File: config.mk
export PLATFORM = sky130hd
export DESIGN_NAME = cpu_reg_bank
export DESIGN_NICKNAME = d
export VERILOG_FILES = /design/src/rtl/cpu_reg_bank.sv
export SDC_FILE = /design/constraint.sdc
export NUM_CORES = 1
export LEC_CHECK = 0
export BUFFER_PORTS_ARGS = -buffer_cell sky130_fd_sc_hd__buf_2
export CAP_MARGIN = 25
export CORE_ASPECT_RATIO = 0.8
export CORE_MARGIN = 3
export CORE_UTILIZATION = 52
export DETAILED_ROUTE_END_ITERATION = 8
export PLACE_DENSITY = 0.83
export SYNTH_ARGS = -nofsm -noshare
export SYNTH_HDL_FRONTEND = slang
export SYNTH_SLANG_ARGS = --single-unit
File: constraint.sdc
create_clock -name clk -period 2.4 [get_ports clk]
set_input_delay 0.48 -clock clk [delete_from_list [all_inputs] [get_ports clk]]
set_output_delay 0.48 -clock clk [all_outputs]
set_load 0.02 [all_outputs]
File: src/rtl/cpu_reg_bank.sv
// CPU register bank: NREG general registers, PC and SP with two prioritised write
// ports, relative-branch PC arithmetic, sticky stack-wrap flags and a one-level shadow context.
module cpu_reg_bank #(
   parameter int              DW       = 8,
   parameter int              PCW      = 16,
   parameter int              NREG     = 4,
   parameter int              AW       = 2,
   parameter logic [DW-1:0]   SP_RESET = 8'hFF,
   parameter logic [PCW-1:0]  PC_RESET = 16'h0,
   parameter bit              SHADOW   = 1'b1
) (
   input  logic            clk,
   input  logic            rst_x,
   input  logic            hp_we,
   input  logic [AW-1:0]   hp_waddr,
   input  logic [DW-1:0]   hp_wdata,
   input  logic            lp_we,
   input  logic [AW-1:0]   lp_waddr,
   input  logic [DW-1:0]   lp_wdata,
   input  logic [AW-1:0]   rd0_addr,
   output logic [DW-1:0]   rd0_data,
   input  logic [AW-1:0]   rd1_addr,
   output logic [DW-1:0]   rd1_data,
   input  logic            pc_load,
   input  logic [PCW-1:0]  pc_load_val,
   input  logic            pc_add,
   input  logic [DW-1:0]   pc_offset,
   input  logic            pc_inc,
   output logic [PCW-1:0]  pc,
   input  logic            sp_load,
   input  logic [DW-1:0]   sp_load_val,
   input  logic            sp_push,
   input  logic            sp_pull,
   output logic [DW-1:0]   sp,
   output logic            stk_ovf,
   output logic            stk_unf,
   input  logic            stk_err_clr,
   input  logic            ctx_save,
   input  logic            ctx_restore,
   output logic            ctx_valid,
   output logic            wr_conflict
);

   logic [DW-1:0]  gpr_q    [NREG];
   logic [DW-1:0]  gpr_d    [NREG];
   logic [DW-1:0]  sh_gpr_q [NREG];
   logic [DW-1:0]  sh_gpr_d [NREG];
   logic [PCW-1:0] pc_q, pc_d, sh_pc_q, sh_pc_d;
   logic [DW-1:0]  sp_q, sp_d, sh_sp_q, sh_sp_d;
   logic           stk_ovf_q, stk_ovf_d, stk_unf_q, stk_unf_d;
   logic           ctx_valid_q, ctx_valid_d, wr_conflict_q, wr_conflict_d;
   logic           ovf_set, unf_set;
   logic           restore_act, save_act;

   // A save issued together with a restore is always ignored, valid or not.
   assign restore_act = SHADOW && ctx_restore && ctx_valid_q;
   assign save_act    = SHADOW && ctx_save && !ctx_restore;

   // Unimplemented addresses read as zero.
   always_comb begin
      rd0_data = '0;
      rd1_data = '0;
      for (int i = 0; i < NREG; i++) begin
         if (rd0_addr == AW'(i)) rd0_data = gpr_q[i];
         if (rd1_addr == AW'(i)) rd1_data = gpr_q[i];
      end
   end

   always_comb begin
      gpr_d    = gpr_q;
      sh_gpr_d = sh_gpr_q;
      pc_d     = pc_q;
      sh_pc_d  = sh_pc_q;
      sp_d     = sp_q;
      sh_sp_d  = sh_sp_q;
      ovf_set  = 1'b0;
      unf_set  = 1'b0;
      if (restore_act) begin
         gpr_d = sh_gpr_q;
         pc_d  = sh_pc_q;
         sp_d  = sh_sp_q;
      end else begin
         for (int i = 0; i < NREG; i++) begin
            if (hp_we && hp_waddr == AW'(i))
               gpr_d[i] = hp_wdata;
            else if (lp_we && lp_waddr == AW'(i))
               gpr_d[i] = lp_wdata;
         end
         if (pc_load)
            pc_d = pc_load_val;
         else if (pc_add)
            pc_d = pc_q + PCW'(signed'(pc_offset));
         else if (pc_inc)
            pc_d = pc_q + PCW'(1);
         // Simultaneous push and pull cancel out and never flag a wrap.
         if (sp_load) begin
            sp_d = sp_load_val;
         end else if (sp_push && !sp_pull) begin
            sp_d    = sp_q - DW'(1);
            ovf_set = (sp_q == '0);
         end else if (sp_pull && !sp_push) begin
            sp_d    = sp_q + DW'(1);
            unf_set = (sp_q == '1);
         end
         if (save_act) begin
            sh_gpr_d = gpr_q;
            sh_pc_d  = pc_q;
            sh_sp_d  = sp_q;
         end
      end
      ctx_valid_d = ctx_valid_q;
      if (ctx_restore)
         ctx_valid_d = 1'b0;
      else if (save_act)
         ctx_valid_d = 1'b1;
      stk_ovf_d     = ovf_set | (stk_ovf_q & ~stk_err_clr);
      stk_unf_d     = unf_set | (stk_unf_q & ~stk_err_clr);
      wr_conflict_d = hp_we && lp_we && (hp_waddr == lp_waddr);
   end

   always_ff @(posedge clk or negedge rst_x) begin
      if (!rst_x) begin
         for (int i = 0; i < NREG; i++) begin
            gpr_q[i]    <= '0;
            sh_gpr_q[i] <= '0;
         end
         pc_q          <= PC_RESET;
         sh_pc_q       <= '0;
         sp_q          <= SP_RESET;
         sh_sp_q       <= '0;
         stk_ovf_q     <= 1'b0;
         stk_unf_q     <= 1'b0;
         ctx_valid_q   <= 1'b0;
         wr_conflict_q <= 1'b0;
      end else begin
         gpr_q         <= gpr_d;
         sh_gpr_q      <= sh_gpr_d;
         pc_q          <= pc_d;
         sh_pc_q       <= sh_pc_d;
         sp_q          <= sp_d;
         sh_sp_q       <= sh_sp_d;
         stk_ovf_q     <= stk_ovf_d;
         stk_unf_q     <= stk_unf_d;
         ctx_valid_q   <= ctx_valid_d;
         wr_conflict_q <= wr_conflict_d;
      end
   end

   assign pc          = pc_q;
   assign sp          = sp_q;
   assign stk_ovf     = stk_ovf_q;
   assign stk_unf     = stk_unf_q;
   assign ctx_valid   = ctx_valid_q;
   assign wr_conflict = wr_conflict_q;

endmodule

==> results of run 1 <==
-- synthesized netlist by cell type (all sizes together) (12+ instances only) --
master,instances,area share
buf,26,0.017
o211ai,14,0.017
nand2,91,0.050
dfrtp,108,0.39
a21oi,34,0.025
ha,15,0.027
nand3,13,0.0094
inv,12,0.0065
mux2i,37,0.053
clkbuf,16,0.0088
mux4,16,0.052
o21ai,81,0.059
mux2,76,0.12
nor2,36,0.019
-- sequential cells by signal, summed over array words and instances (netlist names) --
signal       cells
sh_sp_q          8
stk_unf          1
gpr_q           32
wr_conflict      1
ctx_valid        1
stk_ovf          1
sp               8
sh_pc_q         16
pc              16
sh_gpr_q        32
-- cells in the final DEF, fill, tap and decap left out, types with 11 or more instances in the layout --
cell       count
a21oi_1       32
buf_2        111
buf_4         30
clkbuf_16     17
dfrtp_1      108
ha_1          14
inv_1         12
mux2_2        76
mux2i_1       37
mux4_2        16
nand2_1       89
nand3_1       13
nor2_1        36
o211ai_1      11
o21ai_0       28
o21ai_1       52
-- logic make-up (layout without fill, tap and decap cells) --
| logic type | Yosys count | after routing | share of synthesized area |
|---|---|---|---|
| simple gates | 188 | 188 | 0.124 |
| compound gates | 156 | 156 | 0.139 |
| mux | 129 | 129 | 0.229 |
| flops | 116 | 116 | 0.420 |
| buf+inv | 54 | 188 | 0.0328 |
| xor+xnor | 18 | 18 | 0.0227 |
| fa+ha+maj | 17 | 17 | 0.0328 |
-- final timing paths --
check,depth (start not counted),startpoint,endpoint
worst max-delay path,9,pc[0]$_DFFE_PN0P_,pc[14]$_DFFE_PN0P_
worst min-delay path,1,rst_x,gpr_q[7]$_DFFE_PN0P_
worst max register to register,9,pc[0]$_DFFE_PN0P_,pc[14]$_DFFE_PN0P_
worst min register to register,2,sh_pc_q[13]$_DFFE_PN0P_,sh_pc_q[13]$_DFFE_PN0P_
max in group asynchronous,2,rst_x,gpr_q[22]$_DFFE_PN0P_
min in group clk,2,stk_err_clr,stk_unf$_DFF_PN0_
-- worst max-delay path: cells and delay by family (launching register included) --
family                     cells  cell delay, ns
muxes                          1            0.21
adders and majority gates      2            0.59
AOI/OAI and AO/OA              6            0.98
DFF                            1            0.41
-- area by class of cell --
type / instances / area, um^2 / area share
tap: 175 / 219 / 0.0261
clock inverter: 14 / 134 / 0.0159
sequential: 116 / 2910 / 0.347
multi-input combinational: 508 / 3820 / 0.455
timing repair buffer: 144 / 841 / 0.100
inverter: 12 / 45.0 / 0.00536
clock buffer: 18 / 429 / 0.0511
-- through the flow --
step                setup slack, ns  hold slack, ns
finish                        0.147          0.0760
global route                 0.0145           0.116
CTS                          0.0992          0.0925
detailed placement           -0.155           0.471
global placement             -0.111           0.455
floorplan                   -0.0202           0.184
-- routing by layer --
| metal | wire [um] | part of all wire | GRT usage | vias to the layer above |
|---|---|---|---|---|
| met2 | 8670 | 0.48 | 0.392 | 197 |
| met3 | 1020 | 0.057 | 0.0412 | 18 |
| met1 | 8060 | 0.45 | 0.349 | 2810 |
| met5 | 0 | 0 | 0 | - |
| li1 | - | - | - | 2702 |
| met4 | 182 | 0.010 | 0.0669 | 0 |
-- power by group --
part | internal (mW) | switching (mW) | total [mW]
Clock | 1.43 | 0.945 | 2.38
Sequential | 2.48 | 0.453 | 2.93
Combinational | 1.01 | 1.07 | 2.09
Total | 4.93 | 2.47 | 7.40
==> impl_metrics.env, run 1 <==
export IMPL_outcome="finished, final reports clean"
export IMPL_hold_viol_final=0
export IMPL_critical_path_max_fanout=5
export IMPL_critPathKind="register to register"
export IMPL_synth_edf_count=0
export IMPL_dp_cells=955
export IMPL_cts_resized=0
export IMPL_drive_gt1_frac=0.367
export IMPL_crit_chain="ha_2 -> fa_2 -> a21o_4 -> a41oi_4 -> a31oi_1 -> o22ai_2 -> mux2i_1 -> o21ai_1 -> o21ai_1"
export IMPL_drc=0
export IMPL_clockBufferDepth=2
export IMPL_postSynthCellCount=678
export IMPL_htreeDepth=4
export IMPL_power_leakage_nw=3.86
export IMPL_antenna_found_initial=0
export IMPL_antennaDiodeCount=0
export IMPL_nFillCells=1032
export IMPL_async_flop_share=1.00
export IMPL_ys_ff_latch=116
export IMPL_num_vias=5727
export IMPL_cts_setup_buffers=0
export IMPL_final_cells=987
export IMPL_finalClockSkew_ns=0.00651
export IMPL_core_area_um2=13000
export IMPL_period_share=0.939
export IMPL_slowest_delay_ns=0.41
export IMPL_cts_buffers=17
export IMPL_cp_common_cell="o21ai_1"
export IMPL_max_slew_margin=0.542
export IMPL_grt_pass1_vias=5681
export IMPL_worstPathArrival_ns=2.58
export IMPL_avgSynthCellArea_um2=10.2
export IMPL_power_mw=7.40
export IMPL_initial_core_util=0.535
export IMPL_cts_tree="yes"
export IMPL_wire_per_inst_um=18.2
export IMPL_ioPinCount=113
export IMPL_firstDrtPassIters=5
export IMPL_synthFlopType="dfrtp_1"
export IMPL_rrSetupSlack_ns=0.15
export IMPL_yosysUniqueCellTypes=63
export IMPL_placementRows=37
export IMPL_clkSlewWorstSetupHoldPaths_ns=0.06
export IMPL_rsz0062_at_grt="false"
export IMPL_slew_viol_final=0
export IMPL_end_kind="register"
export IMPL_finalInstanceArea_um2=8400
export IMPL_via_per_inst=5.80
export IMPL_ys_warn_count=0
export IMPL_io_buffers=112
export IMPL_drtIter0Drc=468
export IMPL_fin_crit_ns=2.25
export IMPL_die_h_um=109
export IMPL_hold_buffers=0
export IMPL_grt_first_pass_wirelength_um=28600
export IMPL_nets=885
export IMPL_finish_utilization=0.648
export IMPL_power_per_cell_area_nw_per_um2=881
export IMPL_routed_wl_um=17900
export IMPL_gp_congestion=0.885
export IMPL_synth_area_um2=6940
export IMPL_cts_root_buf="clkbuf_16"
export IMPL_die_x_um=135
export IMPL_synth_nets=764
export IMPL_ir_drop_v=0.000562
export IMPL_cap_violations=0
export IMPL_fin_tns_setup_ns=0
export IMPL_setup_violations=0
export IMPL_crit_slowest_cell="dfrtp_1"
export IMPL_area_growth_pct=21.1
export IMPL_cts_sinks=116
export IMPL_placed_area_um2=7840
export IMPL_timing_fmax_mhz=444
export IMPL_clock_latency_ns=0.40
export IMPL_grt_max_degree=61
export IMPL_hpwl_um=12600
export IMPL_grtUsageTotal=0.245
export IMPL_seq_area_frac_synth=0.420
export IMPL_hold_path_class="primary input to async pin"
export IMPL_ant_nets=0
export IMPL_cp_required_ns=2.73
export IMPL_startpoint_type="register"
export IMPL_worst_pin_slew_ns=0.685
export IMPL_die_area_um2=14800
export IMPL_overflow=0
Note: power is estimated with default switching activity, not from simulation.
==> inputs of run 2 (changes only) <==
Settings changed: MAX_ROUTING_LAYER set to met4.
==> impl_metrics.env, run 2 (synthesis gave the netlist of run 1 again) <==
export IMPL_ir_drop_v=0.000560
export IMPL_clkSlewWorstSetupHoldPaths_ns=0.06
export IMPL_worst_path_buf_inv=0
export IMPL_cts_sinks=116
export IMPL_final_common_cell="buf_2"
export IMPL_hold_path_class="primary input to async pin"
export IMPL_crit_chain="ha_2 -> fa_2 -> a21o_4 -> a41oi_4 -> a31oi_1 -> o22ai_2 -> mux2i_1 -> o21ai_1 -> o21ai_1"
export IMPL_fin_crit_ns=2.26
export IMPL_end_kind="register"
export IMPL_critical_path_max_fanout=5
export IMPL_cts_root_buf="clkbuf_16"
export IMPL_critPathKind="register to register"
export IMPL_finalInstanceArea_um2=8400
export IMPL_routed_top_layer="met4"
export IMPL_cp_common_cell="o21ai_1"
export IMPL_cp_required_ns=2.73
export IMPL_wire_per_inst_um=18.2
export IMPL_wl_met1_um=8300
export IMPL_finalClockSkew_ns=0.00834
export IMPL_hold_viol_final=0
export IMPL_hold_buffers=0
export IMPL_grtUsageTotal=0.252
export IMPL_area_growth_pct=21.1
export IMPL_drtIter0Drc=515
export IMPL_clockBufferDepth=2
export IMPL_crit_family="compound AO/OA/AOI/OAI gates"
export IMPL_routed_wl_um=18000
export IMPL_via_per_inst=5.77
export IMPL_route_met3_wl_um=884
export IMPL_power_per_cell_area_nw_per_um2=881
export IMPL_placementRows=37
export IMPL_period_share=0.940
export IMPL_timing_fmax_mhz=443
export IMPL_cts_buffers=17
export IMPL_dr_wl_met2_um=8580
export IMPL_die_x_um=135
export IMPL_slowest_delay_ns=0.41
export IMPL_ioPinCount=113
export IMPL_rsz0062_at_grt="false"
export IMPL_worst_pin_slew_ns=0.694
export IMPL_antennaDiodeCount=0
export IMPL_drc=0
export IMPL_antenna_found_initial=0
export IMPL_io_buffers=112
export IMPL_ant_nets=0
export IMPL_overflow=0
export IMPL_cts_tree="yes"
export IMPL_outcome="finished, final reports clean"
export IMPL_drive_gt1_frac=0.367
export IMPL_num_vias=5698
export IMPL_core_area_um2=13000
export IMPL_hpwl_um=12600
export IMPL_initial_core_util=0.535
export IMPL_power_leakage_nw=3.86
export IMPL_die_area_um2=14800
export IMPL_startpoint_type="register"
export IMPL_die_h_um=109
export IMPL_grt_first_pass_wirelength_um=28600
export IMPL_place_ws_ns=-0.155
export IMPL_reg_top3="gpr_q x32, sh_gpr_q x32"
export IMPL_cap_violations=0
export IMPL_grt_max_degree=61
export IMPL_worstPathArrival_ns=2.58
export IMPL_setup_violations=0
export IMPL_firstDrtPassIters=5
export IMPL_slew_viol_final=0
export IMPL_clock_latency_ns=0.40
export IMPL_final_cell_mix="buf_2, dfrtp_1, nand2_1"
export IMPL_max_slew_margin=0.536
export IMPL_placed_area_um2=7840
export IMPL_nFillCells=1032
export IMPL_gp_congestion=0.900
export IMPL_grt_pass1_vias=5679
export IMPL_setup_slack_ns=0.144
export IMPL_htreeDepth=4
export IMPL_crit_slowest_cell="dfrtp_1"
export IMPL_nets=885
export IMPL_cts_setup_buffers=0
export IMPL_cts_resized=0
[run 2: cell counts in the layout (fill, tap and decap cells not counted)]
No cell type changed its count.
[run 2: worst paths after layout]
| kind | startpoint | endpoint | slack [ns] | cells after the start |
|---|---|---|---|---|
| max in group asynchronous | rst_x | gpr_q[22]$_DFFE_PN0P_ | 1.67 | 2 |
| worst min register to register | sh_pc_q[13]$_DFFE_PN0P_ | sh_pc_q[13]$_DFFE_PN0P_ | 0.48 | 2 |
| worst min-delay path | rst_x | gpr_q[7]$_DFFE_PN0P_ | 0.08 | 1 |
| worst max register to register | pc[0]$_DFFE_PN0P_ | pc[14]$_DFFE_PN0P_ | 0.14 | 9 |
| worst max-delay path | pc[0]$_DFFE_PN0P_ | pc[14]$_DFFE_PN0P_ | 0.14 | 9 |
| min in group clk | stk_err_clr | stk_unf$_DFF_PN0_ | 0.26 | 2 |
[run 2: area by class of cell]
| type | count | area [um^2] | share of cell area |
|---|---|---|---|
| clock inverters | 14 | 134 | 0.0159 |
| inverters | 12 | 45.0 | 0.00536 |
| multi-input cells | 508 | 3820 | 0.455 |
| clock buffers | 18 | 429 | 0.0511 |
| well taps | 175 | 219 | 0.0261 |
| repair buffers | 144 | 841 | 0.100 |
| flip-flops and latches | 116 | 2910 | 0.347 |
[run 2: where the power goes]
group | internal (mW) | switching (mW)
combinational | 1.01 | 1.07
clock | 1.43 | 0.943
sequential | 2.48 | 0.456
[run 2: layer usage]
metal,track usage,up-vias
li1,-,2701
met3,0.0412,20
met5,-,-
met2,0.392,192
met1,0.349,2785
met4,0.0669,0
[run 2: metrics by stage]
step | TNS, ns | util | total power [mW] | hold slack, ns | instances
finish | 0 | 0.648 | 7.40 | 0.0770 | 987
global route | 0 | 0.648 | 7.80 | 0.113 | 987
CTS | 0 | 0.648 | 7.42 | 0.0925 | 987
detailed placement | -0.714 | 0.605 | 5.02 | 0.471 | 955
global placement | -0.268 | 0.605 | 4.91 | 0.455 | 955
floorplan | -0.0202 | - | 4.30 | 0.184 | 678
==> inputs of run 3 (changes only) <==
Settings changed: REMOVE_ABC_BUFFERS set to 1.
==> impl_metrics.env, run 3 (synthesis gave the netlist of run 1 again) <==
export IMPL_outcome="finished, final reports clean"
export IMPL_hpwl_um=12100
export IMPL_cts_buffers=17
export IMPL_cap_violations=0
export IMPL_num_vias=5814
export IMPL_place_ws_ns=-0.252
export IMPL_period_share=0.953
export IMPL_hold_path_class="primary input to async pin"
export IMPL_ioPinCount=113
export IMPL_cts_sinks=116
export IMPL_overflow=0
export IMPL_grtUsageTotal=0.257
export IMPL_grt_pass1_vias=5678
export IMPL_grt_first_pass_wirelength_um=28700
export IMPL_cp_required_ns=2.70
export IMPL_drive_gt1_frac=0.366
export IMPL_via_per_inst=5.86
export IMPL_nFillCells=992
export IMPL_cts_tree="yes"
export IMPL_die_area_um2=14800
export IMPL_antennaDiodeCount=0
export IMPL_clockBufferDepth=2
export IMPL_clock_latency_ns=0.42
export IMPL_reg_top3="gpr_q x32, sh_gpr_q x32"
export IMPL_firstDrtPassIters=5
export IMPL_io_buffers=112
export IMPL_routed_wl_um=18100
export IMPL_finalInstanceArea_um2=8500
export IMPL_critical_path_max_fanout=5
export IMPL_power_per_cell_area_nw_per_um2=912
export IMPL_area_growth_pct=22.6
export IMPL_startpoint_type="register"
export IMPL_drc=0
export IMPL_critPathKind="register to register"
export IMPL_power_mw=7.76
export IMPL_final_cell_mix="buf_2, dfrtp_1, nand2_1"
export IMPL_grt_max_degree=49
export IMPL_setup_violations=0
export IMPL_nets=890
export IMPL_ir_drop_v=0.000567
export IMPL_finish_utilization=0.656
export IMPL_die_h_um=109
export IMPL_setup_slack_ns=0.112
export IMPL_antenna_found_initial=0
export IMPL_ant_nets=0
export IMPL_finalClockSkew_ns=0.00785
export IMPL_htreeDepth=4
export IMPL_max_slew_margin=0.563
export IMPL_timing_fmax_mhz=437
export IMPL_fin_crit_ns=2.29
export IMPL_gp_congestion=0.924
export IMPL_worst_pin_slew_ns=0.653
export IMPL_hold_viol_final=0
export IMPL_die_x_um=135
export IMPL_clkSlewWorstSetupHoldPaths_ns=0.06
export IMPL_worstPathArrival_ns=2.59
export IMPL_slew_viol_final=0
export IMPL_initial_core_util=0.535
export IMPL_placementRows=37
export IMPL_core_area_um2=13000
export IMPL_hold_buffers=0
export IMPL_end_kind="register"
export IMPL_power_leakage_nw=3.93
export IMPL_placed_area_um2=7870
export IMPL_final_common_cell="buf_2"
export IMPL_cts_root_buf="clkbuf_16"
export IMPL_wire_per_inst_um=18.2
export IMPL_drtIter0Drc=509
-- run 3: through the flow --
stage,hold WS [ns],std cells,setup TNS [ns]
floorplan,0.184,636,-16.02
global placement,0.455,959,-0.775
CTS,0.0220,991,0
global route,0.0377,992,-0.0109
finish,0.0104,992,0
detailed placement,0.463,959,-1.24
-- run 3: power by group --
part	internal, mW	total [mW]	leakage, nW	switching (mW)
clock	1.81	2.72	0.310	0.913
sequential	2.48	2.92	1.39	0.442
combinational	1.02	2.11	2.23	1.09
total	5.31	7.76	3.93	2.44
-- run 3: cell type report --
type	instances	area [um^2]	share of cell area
multi-input combinational	508	3810	0.448
sequential	116	2910	0.343
tap	175	219	0.0258
clock buffer	22	474	0.0558
clock inverter	10	153	0.0180
inverter	12	45.0	0.00530
timing repair buffer	149	891	0.105
-- run 3: what timing repair did --
item	in CTS	in global routing
setup endpoints to repair	0	3
buffers inserted	0	1
gates resized for setup	0	1
-- run 3: path summary, 6_finish.rpt --
kind,start,to,slack [ns],depth (start not counted)
worst min-delay path,rst_x,sh_pc_q[13]$_DFFE_PN0P_,0.01,1
min in group clk,ctx_restore,ctx_valid$_DFFE_PN0P_,0.25,2
max in group asynchronous,rst_x,sp[0]$_DFFE_PN1P_,1.71,2
worst max-delay path,pc[0]$_DFFE_PN0P_,pc[10]$_DFFE_PN0P_,0.11,9
worst max register to register,pc[0]$_DFFE_PN0P_,pc[10]$_DFFE_PN0P_,0.11,9
worst min register to register,sh_sp_q[5]$_DFFE_PN0P_,sp[5]$_DFFE_PN1P_,0.48,2
-- run 3: per-layer routing --
metal / global-route usage / up-vias / share of wire
li1: - / 2704 / -
met1: 0.330 / 2850 / 0.44
met2: 0.409 / 229 / 0.48
met3: 0.0531 / 31 / 0.060
met4: 0.0914 / 0 / 0.018
met5: - / - / 0
-- run 3: critical path: stages (launching register included) --
cell and delay (ns):
dfrtp_1 0.38, ha_1 0.23, fa_2 0.37, a21o_4 0.25, a41oi_4 0.27, a31oi_1 0.14
o22ai_2 0.22, buf_4 0.14, xnor2_1 0.12, o21ai_1 0.07
